===== src/rtl/pdata_ctrl.sv =====
// pdata_ctrl: sequences a bit-serial MAC datapath through operand load, multiply, accumulator readout and clear.
module pdata_ctrl #(
  parameter int SIZE = 32
) (
  input  logic              clk,
  input  logic              rst,
  input  logic              start,
  input  logic [1:0]        op,
  input  logic [SIZE-1:0]   a_in,
  input  logic [SIZE-1:0]   b_in,
  output logic              busy,
  output logic              done,
  output logic [4*SIZE-1:0] result,
  output logic [2:0]        opcode,
  output logic              rx,
  input  logic              tx
);
  localparam int CW = $clog2(4*SIZE);
  typedef enum logic [2:0] {
    OP_OUT_DATA1 = 3'd0, OP_OUT_DATA2 = 3'd1, OP_OUT_RES = 3'd2, OP_LOAD = 3'd3,
    OP_LOAD_RES = 3'd4, OP_MUL = 3'd5, OP_MUL_ADD = 3'd6, OP_NO_OP = 3'd7
  } opcode_t;
  typedef enum logic [2:0] {IDLE, LOAD, EXEC, READ, CLEAR, DONE} state_t;
  state_t              state;
  logic [CW-1:0]       cnt;
  logic [1:0]          op_q;
  logic [SIZE-1:0]     a_q, b_q;
  logic [4*SIZE-1:0]   rd_sr;
  logic                rx_q;
  logic [2*SIZE-1:0]   lsh;
  // next serial load bit: b then a, MSB-first
  assign lsh  = {b_q, a_q} << (cnt + CW'(1));
  assign busy = state != IDLE;
  assign done = state == DONE;
  // readout recirculates the accumulator, so rx mirrors tx within the cycle
  assign rx   = state == READ ? tx : rx_q;
  // EXEC also serves as the one-cycle dispatch slot for READ and CLR commands
  always_ff @(posedge clk or posedge rst) begin
    if (rst) begin
      state  <= IDLE;
      opcode <= OP_NO_OP;
      rx_q   <= 1'b0;
      cnt    <= '0;
      op_q   <= '0;
      a_q    <= '0;
      b_q    <= '0;
      rd_sr  <= '0;
      result <= '0;
    end else begin
      case (state)
        IDLE: if (start) begin
          op_q   <= op;
          a_q    <= a_in;
          b_q    <= b_in;
          cnt    <= '0;
          state  <= op[1] ? EXEC : LOAD;
          opcode <= op[1] ? OP_NO_OP : OP_LOAD;
          rx_q   <= ~op[1] & b_in[SIZE-1];
        end
        LOAD: begin
          cnt  <= cnt + CW'(1);
          rx_q <= lsh[2*SIZE-1];
          if (cnt == CW'(2*SIZE-1)) begin
            state  <= EXEC;
            cnt    <= '0;
            rx_q   <= 1'b0;
            opcode <= op_q[0] ? OP_MUL_ADD : OP_MUL;
          end
        end
        EXEC: begin
          state  <= op_q == 2'd3 ? CLEAR : READ;
          opcode <= op_q == 2'd3 ? OP_LOAD_RES : OP_OUT_RES;
        end
        READ, CLEAR: begin
          cnt   <= cnt + CW'(1);
          rd_sr <= {rd_sr[4*SIZE-2:0], tx};
          if (cnt == CW'(4*SIZE-1)) begin
            state  <= DONE;
            cnt    <= '0;
            opcode <= OP_NO_OP;
            result <= state == READ ? {rd_sr[4*SIZE-2:0], tx} : '0;
          end
        end
        DONE: state <= IDLE;
        default: state <= IDLE;
      endcase
    end
  end
endmodule


===== config.mk =====
export PLATFORM = sky130hd
export DESIGN_NAME = pdata_ctrl
export DESIGN_NICKNAME = d
export VERILOG_FILES = /design/src/rtl/pdata_ctrl.sv
export SDC_FILE = /design/constraint.sdc
export NUM_CORES = 1
export LEC_CHECK = 0
export ABC_CLOCK_PERIOD_IN_PS = 13000
export BUFFER_PORTS_ARGS = -buffer_cell sky130_fd_sc_hd__buf_2
export CAP_MARGIN = 20
export CORE_AREA = 3 3 159 161
export DETAILED_ROUTE_END_ITERATION = 6
export DIE_AREA = 0 0 162 164
export PLACE_DENSITY = 0.87
export SETUP_SLACK_MARGIN = 0.2
export SLEW_MARGIN = 20
export SYNTH_ARGS = -nofsm -noshare
export SYNTH_HDL_FRONTEND = slang
export SYNTH_SLANG_ARGS = --single-unit

===== constraint.sdc =====
create_clock -name clk -period 13 [get_ports clk]
set_input_delay 1.3 -clock clk [delete_from_list [all_inputs] [get_ports clk]]
set_output_delay 1.3 -clock clk [all_outputs]
set_load 0.01 [all_outputs]

==> out/results.tsv <==
stage	metric	value	unit
die	fp.dieArea	26600	um2
cts	cts_tree	yes	
grt	grt_antenna_before_repair	0	
final_layout	final_cells	1392	
cts	ctsHtreeMaxLevel	2	
yosys	synth_area	13200	um2
setup_path	critPathLaunchType	register	
yosys	synth_edf_count	0	
yosys	syn_nets	924	
timing	fin_crit_sh	25.3	%
job	maxCapViolations	0	
final_layout	utilization	64.7	%
grt	grt_pass1_wl	42600	um
setup_path	worstSetupPathType	reg -> reg	
die	die_w	162	um
die	rows	57	
timing	hold_ws	0.470	ns
drt	drc_errors	4	
worst_hold_path	hold_path_class	reg -> reg	
drt	drtIter0Drc	531	
die	die_h	164	um
cts	cts.repair.resized	0	
drt	vias	7929	
cts	insertion_delay	0.51	ns
drt	antenna_left	0	
timing	setup_viol	0	
placed_design	io_buffers	203	
yosys	synth_top_cell_by_area	dfrtp_1	
final_layout	diodes	0	
yosys	synth_warnings	0	
yosys	ys_seq_elements	335	
setup_path	crit_arrival	3.72	ns
timing	max_slew_margin	34.6	%
status	status	finished with violations	
timing	worst_slack	9.71	ns
power	ir_drop	136	uV
yosys	ys_top_cells_by_area	dfrtp_1 63%, mux2_2 17%, a22o_1 8.7%	
yosys	async_flop_share	100	%
timing	finalHoldViolCount	0	
cts	cts.clk_slew.worst_paths	0.06	ns
cts	cts_sinks	335	
yosys	netlist.area_leader.share	62.9	%
yosys	synth_most_common_cell	dfrtp_1	
timing	min_period	3.29	ns
grt	grtUsageTotal	19.8	%
yosys	synth-main-ff-cell	dfrtp_1	
placed_design	pre_cts_ws	9.71	ns
drt	wl_per_cell	18.9	um
yosys	synth_top_cells_by_count	332 x dfrtp_1, 197 x mux2_2, 131 x a22o_1, 35 x buf_2	
cts	post_cts_buffers	0	
drt	viasPerCell	5.70	
die	initial_core_util	54.8	%
placed_design	hpwl	17000	um
final_layout	drive_gt1_share	46.3	%
yosys	synth_area_per_cell	15.5	um2
drt	wirelength	26200	um
final_layout	nNetsFinal	1114	
placed_design	gp_congestion	0.791	
setup_path	cp_max_fo	74	
yosys	synth_cells	853	
cts	numCtsBuffers	36	
timing	maxSlewViolCount	0	
placed_design	postPlaceCellArea	14300	um2
grt	grt_overflow	0	
power	p_leak	7.67	nW
grt	grt_max_degree	91	
drt	dr.pass1.iters	7	
yosys	yosysSeqAreaShare	63.5	%
status	violations	DRC	
power	p_total	3.06	mW
timing	clock_skew	0.0174	ns
timing	rsz0062_at_grt	no	
final_layout	syn2layout_area_growth	18.0	%
timing	tightest_slew	0.981	ns
setup_path	cp.required	13.44	ns
power	power_density	196	nW/um2
cts	hold_buffers	0	
placed_design	place_inst	1329	
grt	grt_pass1_vias	8140	
cts	clk_path_buf_depth	3	
timing	fmax	304	MHz
cts	cts_root_buf	clkbuf_16	
die	coreArea	24100	um2
final_layout	stdcell_area	15600	um2
die	ioPinCount	204	
setup_path	crit_path_end_kind	register	
timing	fin_setup_tns	0	ns
yosys	synth_cell_types	52	
==> state kept, by name, indices dropped and copies added, names as in the netlist <==
register and cells:
a_q 32, b_q 32, cnt 7, op_q 2, opcode 3, rd_sr 127
result 128, rx_q 1, state 3
==> cell type report <==
type	count	area, um2
clock inverter	16	224
multi-input combinational	451	4430
tap	324	405
sequential	335	8390
clock buffer	47	1020
timing repair buffer	213	1090
fill	1738	8510
inverter	6	30.0
==> critical path, stage by stage, from the launching register on <==
cell,delay (ns)
dfrtp_1,0.32
buf_4,0.29
ha_1,0.47
nand2_1,0.19
or3_4,0.39
nor2_4,0.08
buf_4,0.48
buf_4,0.71
a22o_1,0.23
==> logic make-up after synthesis <==
logic type / share of synthesized area [%]
AO/OA/AOI/OAI: 10.9
XOR/XNOR: 0.407
multiplexers: 19.7
AND/OR/NAND/NOR: 2.26
buffers and inverters: 3.15
adder cells (fa/ha/maj): 0.0947
flip-flops: 63.5
==> power by group <==
group	switching (mW)	internal [mW]
clock network	0.401	0.656
logic	0.315	0.374
registers	0.110	1.21
total	0.826	2.24
==> cell usage in the layout (no fill, tap or decap), types with 3 or more instances in the layout <==
cell type,count
a21boi_0,3
a21oi_1,5
a22o_1,131
buf_2,203
buf_4,9
bufinv_16,5
clkbuf_1,4
clkbuf_16,37
clkbuf_8,6
clkinv_2,5
clkinvlp_4,3
dfrtp_1,332
dfstp_2,3
inv_1,5
mux2_2,197
mux2i_1,4
mux4_1,3
mux4_2,12
nand2_1,12
nand3_1,6
nand3b_1,4
nor2_1,14
nor2b_1,3
o21a_1,3
o21ai_0,14
==> metal layers <==
layer  routed length [um]  vias to the layer above  part of all wire (%)  global-route usage, %
li1                     -                     3556                     -                      -
met1                11000                     4080                    42                   25.9
met2                13000                      234                    49                   33.1
met3                 1550                       59                   5.9                   4.59
met4                  731                        0                   2.8                   6.24
met5                    0                        -                     0                      0
==> final timing paths <==
check	from	to	slack (ns)	cells past startpoint
max	cnt[0]	result[112]	9.71	8
min	opcode[2]	opcode[2]	0.47	2
max reg2reg	cnt[0]	result[112]	9.71	8
min reg2reg	opcode[2]	opcode[2]	0.47	2
max in group asynchronous	rst	b_q[21]	10.70	3
min in group asynchronous	rst	rd_sr[0]	0.86	2
No activity file was read; power rests on OpenSTA's default activity.
